`src/rtl/heating_zone_controller.sv`:
```
// -----------------------------------------------------------------------------
// heating_zone_controller
//
// Multi-zone heating controller. Each zone runs its own registered FSM
// (OFF / HEAT / HOLD_OFF) with hysteresis, a minimum on time, a fixed
// hold-off time and a presence-hold timer. Heater drive and the
// active-zone count are registered from the next-state decision.
//
// Optional feature macro: HEATING_FROST_PROTECT_EN
//   When defined, a zone below FROST_TEMP heats regardless of presence and
//   window; only ac_cool can stop it while the frost condition holds.
//
// Ports
//   clk         in   1                     system clock, rising edge
//   rst_n       in   1                     asynchronous active-low reset
//   temp        in   NUM_ZONES*TEMP_W      zone z temperature at [z*TEMP_W +: TEMP_W]
//   setpoint    in   TEMP_W                shared turn-on threshold
//   hyst        in   TEMP_W                hysteresis band above setpoint
//   presence    in   NUM_ZONES             motion sensor, 1 = occupied
//   window      in   NUM_ZONES             1 = window open
//   ac_cool     in   1                     1 = AC cooling, inhibits all heating
//   heat_on     out  NUM_ZONES             heater drive, registered
//   zone_state  out  2*NUM_ZONES           zone z state at [2z +: 2]
//                                          (00 OFF, 01 HEAT, 10 HOLD_OFF)
//   active_cnt  out  $clog2(NUM_ZONES+1)   number of zones heating, registered
// -----------------------------------------------------------------------------
module heating_zone_controller #(
    parameter int unsigned NUM_ZONES     = 2,
    parameter int unsigned TEMP_W        = 8,
    parameter int unsigned MIN_ON_CYC    = 4,
    parameter int unsigned MIN_OFF_CYC   = 3,
    parameter int unsigned PRES_HOLD_CYC = 5,
    parameter int unsigned FROST_TEMP    = 5
) (
    input  logic                             clk,
    input  logic                             rst_n,
    input  logic [NUM_ZONES*TEMP_W-1:0]      temp,
    input  logic [TEMP_W-1:0]                setpoint,
    input  logic [TEMP_W-1:0]                hyst,
    input  logic [NUM_ZONES-1:0]             presence,
    input  logic [NUM_ZONES-1:0]             window,
    input  logic                             ac_cool,
    output logic [NUM_ZONES-1:0]             heat_on,
    output logic [2*NUM_ZONES-1:0]           zone_state,
    output logic [$clog2(NUM_ZONES+1)-1:0]   active_cnt
);

    localparam int unsigned ACT_W  = $clog2(NUM_ZONES + 1);
    localparam int unsigned ON_W   = (MIN_ON_CYC  > 1) ? $clog2(MIN_ON_CYC)  : 1;
    localparam int unsigned OFF_W  = (MIN_OFF_CYC > 1) ? $clog2(MIN_OFF_CYC) : 1;
    localparam int unsigned PRES_W = (PRES_HOLD_CYC > 0) ? $clog2(PRES_HOLD_CYC + 1) : 1;

    localparam logic [ON_W-1:0]   ON_MAX    = ON_W'(MIN_ON_CYC - 1);
    localparam logic [OFF_W-1:0]  OFF_MAX   = OFF_W'(MIN_OFF_CYC - 1);
    localparam logic [PRES_W-1:0] PRES_LOAD = PRES_W'(PRES_HOLD_CYC);
    localparam logic [TEMP_W-1:0] FROST_T   = TEMP_W'(FROST_TEMP);

`ifdef HEATING_FROST_PROTECT_EN
    localparam logic FROST_EN = 1'b1;
`else
    localparam logic FROST_EN = 1'b0;
`endif

    typedef enum logic [1:0] {
        ST_OFF  = 2'b00,
        ST_HEAT = 2'b01,
        ST_HOLD = 2'b10
    } state_t;

    // Upper hysteresis threshold, one bit wider so setpoint+hyst never wraps.
    logic [TEMP_W:0]        w_hi;
    logic [NUM_ZONES-1:0]   w_heat_nxt;
    logic [ACT_W-1:0]       w_active_nxt;
    logic [NUM_ZONES-1:0]   r_heat_on;
    logic [ACT_W-1:0]       r_active_cnt;

    assign w_hi = {1'b0, setpoint} + {1'b0, hyst};

    for (genvar g = 0; g < NUM_ZONES; g++) begin : g_zone
        state_t             r_state;
        state_t             w_state_nxt;
        logic [ON_W-1:0]    r_on_cnt;
        logic [ON_W-1:0]    w_on_cnt_nxt;
        logic [OFF_W-1:0]   r_off_cnt;
        logic [OFF_W-1:0]   w_off_cnt_nxt;
        logic [PRES_W-1:0]  r_pres_cnt;
        logic [PRES_W-1:0]  w_pres_cnt_nxt;
        logic [TEMP_W-1:0]  w_temp;
        logic               w_cold;
        logic               w_warm;
        logic               w_pres_s;
        logic               w_abort;
        logic               w_frost;
        logic               w_start;
        logic               w_kill;
        logic               w_exit_ok;

        assign w_temp   = temp[g*TEMP_W +: TEMP_W];
        assign w_cold   = (w_temp < setpoint);
        assign w_warm   = ({1'b0, w_temp} >= w_hi);
        assign w_pres_s = presence[g] | (r_pres_cnt != '0);
        assign w_abort  = window[g] | ac_cool;
        assign w_frost  = FROST_EN & (w_temp < FROST_T);

        // Frost overrides presence and window: it can start heating on its
        // own, narrows the abort set to ac_cool, and leaves warm as the only
        // normal exit while it persists.
        assign w_start   = (w_cold & w_pres_s & ~w_abort) | (w_frost & ~ac_cool);
        assign w_kill    = w_frost ? ac_cool : w_abort;
        assign w_exit_ok = (r_on_cnt >= ON_MAX) & (w_warm | (~w_pres_s & ~w_frost));

        always_comb begin
            w_pres_cnt_nxt = r_pres_cnt;
            if (presence[g]) begin
                w_pres_cnt_nxt = PRES_LOAD;
            end else if (r_pres_cnt != '0) begin
                w_pres_cnt_nxt = r_pres_cnt - 1'b1;
            end
        end

        always_comb begin
            w_state_nxt   = r_state;
            w_on_cnt_nxt  = r_on_cnt;
            w_off_cnt_nxt = r_off_cnt;
            case (r_state)
                ST_OFF: begin
                    if (w_start) begin
                        w_state_nxt  = ST_HEAT;
                        w_on_cnt_nxt = '0;
                    end
                end
                ST_HEAT: begin
                    if (w_kill || w_exit_ok) begin
                        w_state_nxt   = ST_HOLD;
                        w_off_cnt_nxt = '0;
                    end else if (r_on_cnt < ON_MAX) begin
                        w_on_cnt_nxt = r_on_cnt + 1'b1;
                    end
                end
                ST_HOLD: begin
                    if (r_off_cnt == OFF_MAX) begin
                        w_state_nxt = ST_OFF;
                    end else begin
                        w_off_cnt_nxt = r_off_cnt + 1'b1;
                    end
                end
                default: begin
                    w_state_nxt = ST_OFF;
                end
            endcase
        end

        always_ff @(posedge clk or negedge rst_n) begin
            if (!rst_n) begin
                r_state    <= ST_OFF;
                r_on_cnt   <= '0;
                r_off_cnt  <= '0;
                r_pres_cnt <= '0;
            end else begin
                r_state    <= w_state_nxt;
                r_on_cnt   <= w_on_cnt_nxt;
                r_off_cnt  <= w_off_cnt_nxt;
                r_pres_cnt <= w_pres_cnt_nxt;
            end
        end

        assign w_heat_nxt[g]       = (w_state_nxt == ST_HEAT);
        assign zone_state[2*g +: 2] = r_state;
    end

    always_comb begin
        w_active_nxt = '0;
        for (int unsigned i = 0; i < NUM_ZONES; i++) begin
            w_active_nxt = w_active_nxt + ACT_W'(w_heat_nxt[i]);
        end
    end

    always_ff @(posedge clk or negedge rst_n) begin
        if (!rst_n) begin
            r_heat_on    <= '0;
            r_active_cnt <= '0;
        end else begin
            r_heat_on    <= w_heat_nxt;
            r_active_cnt <= w_active_nxt;
        end
    end

    assign heat_on    = r_heat_on;
    assign active_cnt = r_active_cnt;

endmodule

```
`config.mk`:
```
export PLATFORM = sky130hd
export DESIGN_NAME = heating_zone_controller
export DESIGN_NICKNAME = d
export VERILOG_FILES = /design/src/rtl/heating_zone_controller.sv
export SDC_FILE = /design/constraint.sdc
export NUM_CORES = 1
export LEC_CHECK = 0
export ABC_AREA = 1
export BUFFER_PORTS_ARGS = -buffer_cell sky130_fd_sc_hd__buf_2
export CORE_ASPECT_RATIO = 0.75
export CORE_UTILIZATION = 25
export CTS_CLUSTER_DIAMETER = 100
export DETAILED_ROUTE_END_ITERATION = 7
export GPL_ROUTABILITY_DRIVEN = 0
export PLACE_DENSITY = 0.5
export RECOVER_POWER = 50
export SLEW_MARGIN = 25
export SYNTH_ARGS = -nofsm -noshare
export SYNTH_HDL_FRONTEND = slang
export SYNTH_SLANG_ARGS = --single-unit
```
`constraint.sdc`:
```
create_clock -name clk -period 2.5 [get_ports clk]
set_input_delay 0.75 -clock clk [delete_from_list [all_inputs] [get_ports clk]]
set_output_delay 0.75 -clock clk [all_outputs]
set_load 0.01 [all_outputs]
```
# Word-level counts from Yosys, hierarchy flattened

Index checks and enable logic that the tools add are counted.

Shift-type cells: 0
$mul: 0
Bitwise operators: 16
Reduce and logical (&&, ||, !) cells: 16
$add $sub $neg: 8
Multiplexer cells: 26
Order comparisons: 8
Div/mod/pow operators: 0
Eq/ne operators: 18

Operator list:

| operator              | number |
|---|---|
| $mux W2               | 16 |
| $ne A2 B2 Y1 const B  | 10 |
| $ge A8 B9 Y1          | 2 |
| $lt A8 B8 Y1          | 2 |
| $pmux W2 S2           | 4 |
| $mux W3               | 4 |
| $pmux W2 S3           | 2 |
| $reduce_bool A2 Y1    | 6 |
| $add A8 B8 Y9         | 1 |
| $add A2 B1 Y2 const B | 4 |
| $eq A2 B1 Y1 const B  | 4 |
| $eq A2 B2 Y1 const B  | 4 |
| $reduce_and A4 Y1     | 2 |
| $and A1 B1 Y1         | 6 |
| $or A1 B1 Y1          | 6 |
| $reduce_and A3 Y1     | 2 |
| $reduce_bool A3 Y1    | 2 |
| $sub A3 B1 Y3 const B | 2 |
| $ge A2 B2 Y1 const B  | 2 |
| $logic_not A2 Y1      | 2 |
| $lt A2 B2 Y1 const B  | 2 |
| $not A1 Y1            | 4 |
| $add A1 B1 Y2         | 1 |
| $logic_or A1 B1 Y1    | 2 |

Bits in writable memories: 0
Memories: 0
Bits in read-only memories: 0
Bits in registers: 22
Latch bits: 0
Word-level logic and storage cells: 102
Output and inout bits: 8

# Longest topological paths before layout

Depth in word-level cells: 10
Depth in mapped cells: 24

# Worst setup path before layout

No wires, ideal clock.

Path kind: input to register
From: in setpoint[2]
To: reg r_active_cnt[0] (netlist: active_cnt[0])
Data required time: 2.374 ns
Path slack: -0.835 ns
Stages on the path: 23
Library setup time: 0.126 ns
Data arrival time: 3.209 ns
Path through: ha_1 -> inv_2 -> o21bai_1 -> a21oi_1 -> o21bai_1 -> a21oi_1 -> o21ai_0 -> xnor2_1 -> ha_1 -> nand2_1 -> nor2_1 -> nand2_1 -> nand2_1 -> nand2_1 -> nand2_1 -> nand2_1 -> nand2_1 -> nand2_1 -> nand2_1 -> nand2_1 -> inv_2 -> o21ai_1 -> ha_1

Cells in the longest elaborated chain, start to end: 9
Elaborated cells on any way between the ends: 24

RTL lines:

| item                   | RTL line | RTL |
|---|---|---|
| start: declaration     | 38       | `input logic [TEMP_W-1:0] setpoint,` |
| $add A8 B8 Y9          | 77       | `assign w_hi = {1'b0, setpoint} + {1'b0, hyst};` |
| $ge A8 B9 Y1           | 100      | `assign w_warm = ({1'b0, w_temp} >= w_hi);` |
| $or A1 B1 Y1           | 110      | `assign w_exit_ok = (r_on_cnt >= ON_MAX) & (w_warm \| (~w_pres_s & ~w_frost));` |
| $and A1 B1 Y1          | 110      |  |
| $logic_or A1 B1 Y1     | 133      | `if (w_kill \|\| w_exit_ok) begin` |
| $mux W2                | 133      |  |
| $pmux W2 S3 (*)        | 125      | `case (r_state)` |
| $eq A2 B1 Y1 (*)       | 167      | `assign w_heat_nxt[g] = (w_state_nxt == ST_HEAT);` |
| net w_heat_nxt[0]      | 72       | `logic [NUM_ZONES-1:0] w_heat_nxt;` |
| $add A1 B1 Y2 (*)      | 174      | `w_active_nxt = w_active_nxt + ACT_W'(w_heat_nxt[i]);` |
| net w_active_nxt[0]    | 73       | `logic [ACT_W-1:0] w_active_nxt;` |
| end signal: assignment | 184      | `r_active_cnt <= w_active_nxt;` |
| end: declaration       | 75       | `logic [ACT_W-1:0] r_active_cnt;` |

The timed path passes the listed nets; every way through them passes the cells marked *.
A chain may end at the register's enable or synchronous reset.

# Worst setup path after layout

Ends and elaborated chain as after synthesis.

==> out/results.ini <==
[timing]
fin_skew_ns=0.00187
relSlewSlack_pct=18.9
fmax_ghz=0.313
setup_slack_ns=-0.697
hold_violations=0
setup-violations-final=12
worst_pin_slew_ns=1.22
slew_violations=0
period_minus_slack_ns=3.20
fin_crit_sh_pct=128
rsz0062_at_grt=true
whs_ns=0.481

[clocking]
cts-root-buf=clkbuf_16
cts_hold_buf=0
clkSlewWorstSetupHoldPaths_ns=0.06
clk_latency_ns=0.25
cts_tree=yes
clockBufferDepth=2
clock-sinks=22
htree_levels=1
cts_buffers=3

[power]
p_int_w=0.00117
fin_total_pwr_w=0.00188
power_per_cell_area_nw_per_um2=585
pwr-share-clk_pct=19.8
p_sw_share_pct=37.5
comb_power_share_pct=52.6
share_seq_of_total_power_pct=27.6
p_leak_nw=1.77
ir_drop_mv=0.369
power_switching_w=0.000703

[grt]
first_global_vias=2115
grt_start_max_net_pins=23
antenna_found_initial=0
grt_overflow=0
globalRouteTotalUtil_pct=12.3
grt_pass1_wl_um=9020

[routing]
drt_iter0_markers=50
antenna_left=0
drc_errors=0
drt-total-wl_um=5200
route.detailed.wl_per_inst_um=10.5
vias=2078
dr.pass1.iters=4
viasPerCell=4.21

[critical_path]
cp_data_arrival_time_ns=3.34
cp_max_fo=3
cp-start-kind=input port
critPathCaptureType=flop
setup.worst_path.class=in -> reg
required_ns=2.64
worstRegToRegCells=12

[floorplan]
core_um2=8490
die_w_um=110
start_util_pct=25.9
dieArea_um2=9180
row_count=29
die_h_um=83.2
num_io_pins=47

[synth]
ys_async_sr_fraction_pct=100
yosysSeqAreaShare_pct=25.0
yosysTopAreaCellShare_pct=27.9
synth_cell_types=31
yosysTopAreaCell=ha_1
avgSynthCellArea_um2=7.58
yosysWarnings=0
synth_area_um2=2200
synth_nets=379
ys.flop_type=dfrtp_1
syn-instance-count=290
synth_seq_cells=22
synth-edff-count=0
netlist_top_cells_area=ha_1 28%, dfrtp_1 25%, nand2_1 12%

[run_status]
violations=setup timing
status=finished with violations

[cells_and_area]
fill_cells=879
fin_nets=476
multi_input_area_um2=1580
syn_to_final_growth_pct=45.9
seq_area_um2=551
n_antenna_cell=0
drive_above_1_share_pct=33.9

[placed_design]
dp_hpwl_um=4290
port_buffers=46
pre_cts_ws_ns=-1.14

[min_path]
hold_depth=2
hold_path.class=reg -> reg

[flow_run]
cap_violations=0

layout by cell type (no fill, tap or decap), types with 3 or more instances in the layout:
cell type,n
nand2_1,63
inv_1,53
ha_1,44
buf_4,40
buf_2,39
dfrtp_1,22
a21oi_1,16
nor2_1,14
buf_6,12
nand2_2,10
o21ai_0,10
nand4_1,6
inv_2,5
nand3_1,5
ha_4,5
a21oi_2,4
o21bai_1,3
o21ai_2,3
clkbuf_16,3
area by class of cell:
class | instances | area share [%]
Tap cell | 108 | 4.21
Sequential cell | 22 | 17.2
Timing Repair Buffer | 92 | 19.8
Multi-Input combinational cell | 210 | 49.3
Inverter | 58 | 6.78
Clock buffer | 4 | 2.77
worst max-delay path, stage by stage:
cell      delay [ns]
buf_6           0.10
ha_4            0.26
inv_2           0.03
o21bai_1        0.18
a21oi_1         0.09
o21bai_1        0.22
a21oi_2         0.09
o21ai_2         0.16
xnor2_2         0.10
ha_1            0.32
nand2_1         0.06
nor2_1          0.09
nand2_1         0.06
nand2_1         0.06
nand2_1         0.04
nand2_1         0.05
nand2_1         0.04
nand2_1         0.05
nand2_1         0.06
nand2_2         0.08
nand2_2         0.05
inv_2           0.06
o21ai_2         0.06
ha_1            0.28
synthesized netlist by cell type (all sizes together) (2+ instances only):
master / number
xor2: 2
dfrtp: 22
xnor2: 3
o21ai: 15
nand4: 6
o211ai: 2
a21oi: 20
inv: 58
o31ai: 2
nand3: 9
nor2: 15
nand2: 74
o21a: 2
ha: 49
o21bai: 3
logic make-up after synthesis:
| logic type | after synthesis | share of synthesized area (%) |
|---|---|---|
| and+or+nand+nor | 107 | 21.3 |
| buffers and inverters | 58 | 9.90 |
| adders and majority gates | 50 | 28.8 |
| AOI/OAI and AO/OA | 48 | 13.0 |
| DFF | 22 | 25.0 |
| xor gates and xnor gates | 5 | 1.99 |
stage by stage:
step	cell area, um^2	setup TNS (ns)	utilization [%]	std cells
after floorplan	2230	-5.17	-	290
after global placement	2880	-10.35	33.9	481
after detailed placement	2880	-10.93	33.9	481
after CTS	3150	-6.22	37.1	492
after global routing	3210	-9.37	37.8	494
final	3210	-6.70	37.8	494
flip-flops by register name (all words and copies together), names as in the netlist:
register	count
g_zone.r_pres_cnt	6
g_zone.r_state	4
g_zone.r_on_cnt	4
g_zone.r_off_cnt	4
heat_on	2
active_cnt	2
metal layers:
layer,global-route usage (%),vias to the layer above,wire [um]
met4,1.56,0,48
met5,0,-,0
met3,2.51,6,185
met2,20.9,25,2390
met1,16.4,911,2580
li1,-,1136,-
final timing paths:
| check | from | end | slack, ns |
|---|---|---|---|
| setup / recovery | setpoint[2] | active_cnt[0] | -0.70 |
| hold / removal | g_zone[1].r_pres_cnt[1] | g_zone[1].r_pres_cnt[1] | 0.48 |
| setup reg to reg | g_zone[1].r_pres_cnt[0] | active_cnt[0] | 0.43 |
| hold reg to reg | g_zone[1].r_pres_cnt[1] | g_zone[1].r_pres_cnt[1] | 0.48 |
| max in group asynchronous | rst_n | g_zone[0].r_off_cnt[0] | 1.05 |
| min in group asynchronous | rst_n | g_zone[0].r_pres_cnt[2] | 0.73 |
power groups by stage:
stage	clock network [W]	logic (W)	registers (W)
floorplan	0	0.000542	0.000526
global placement	0	0.000840	0.000522
detailed placement	0	0.000862	0.000521
CTS	0.000383	0.000954	0.000519
global route	0.000401	0.00114	0.000532
finish	0.000371	0.000989	0.000518
repair_timing:
item,in CTS,in global routing
pin swaps,35,6
endpoints found under the setup margin,12,13
resized for setup,25,11
hold endpoints to repair,0,0
setup buffers,10,2
Note: power is estimated with default switching activity, not from simulation.
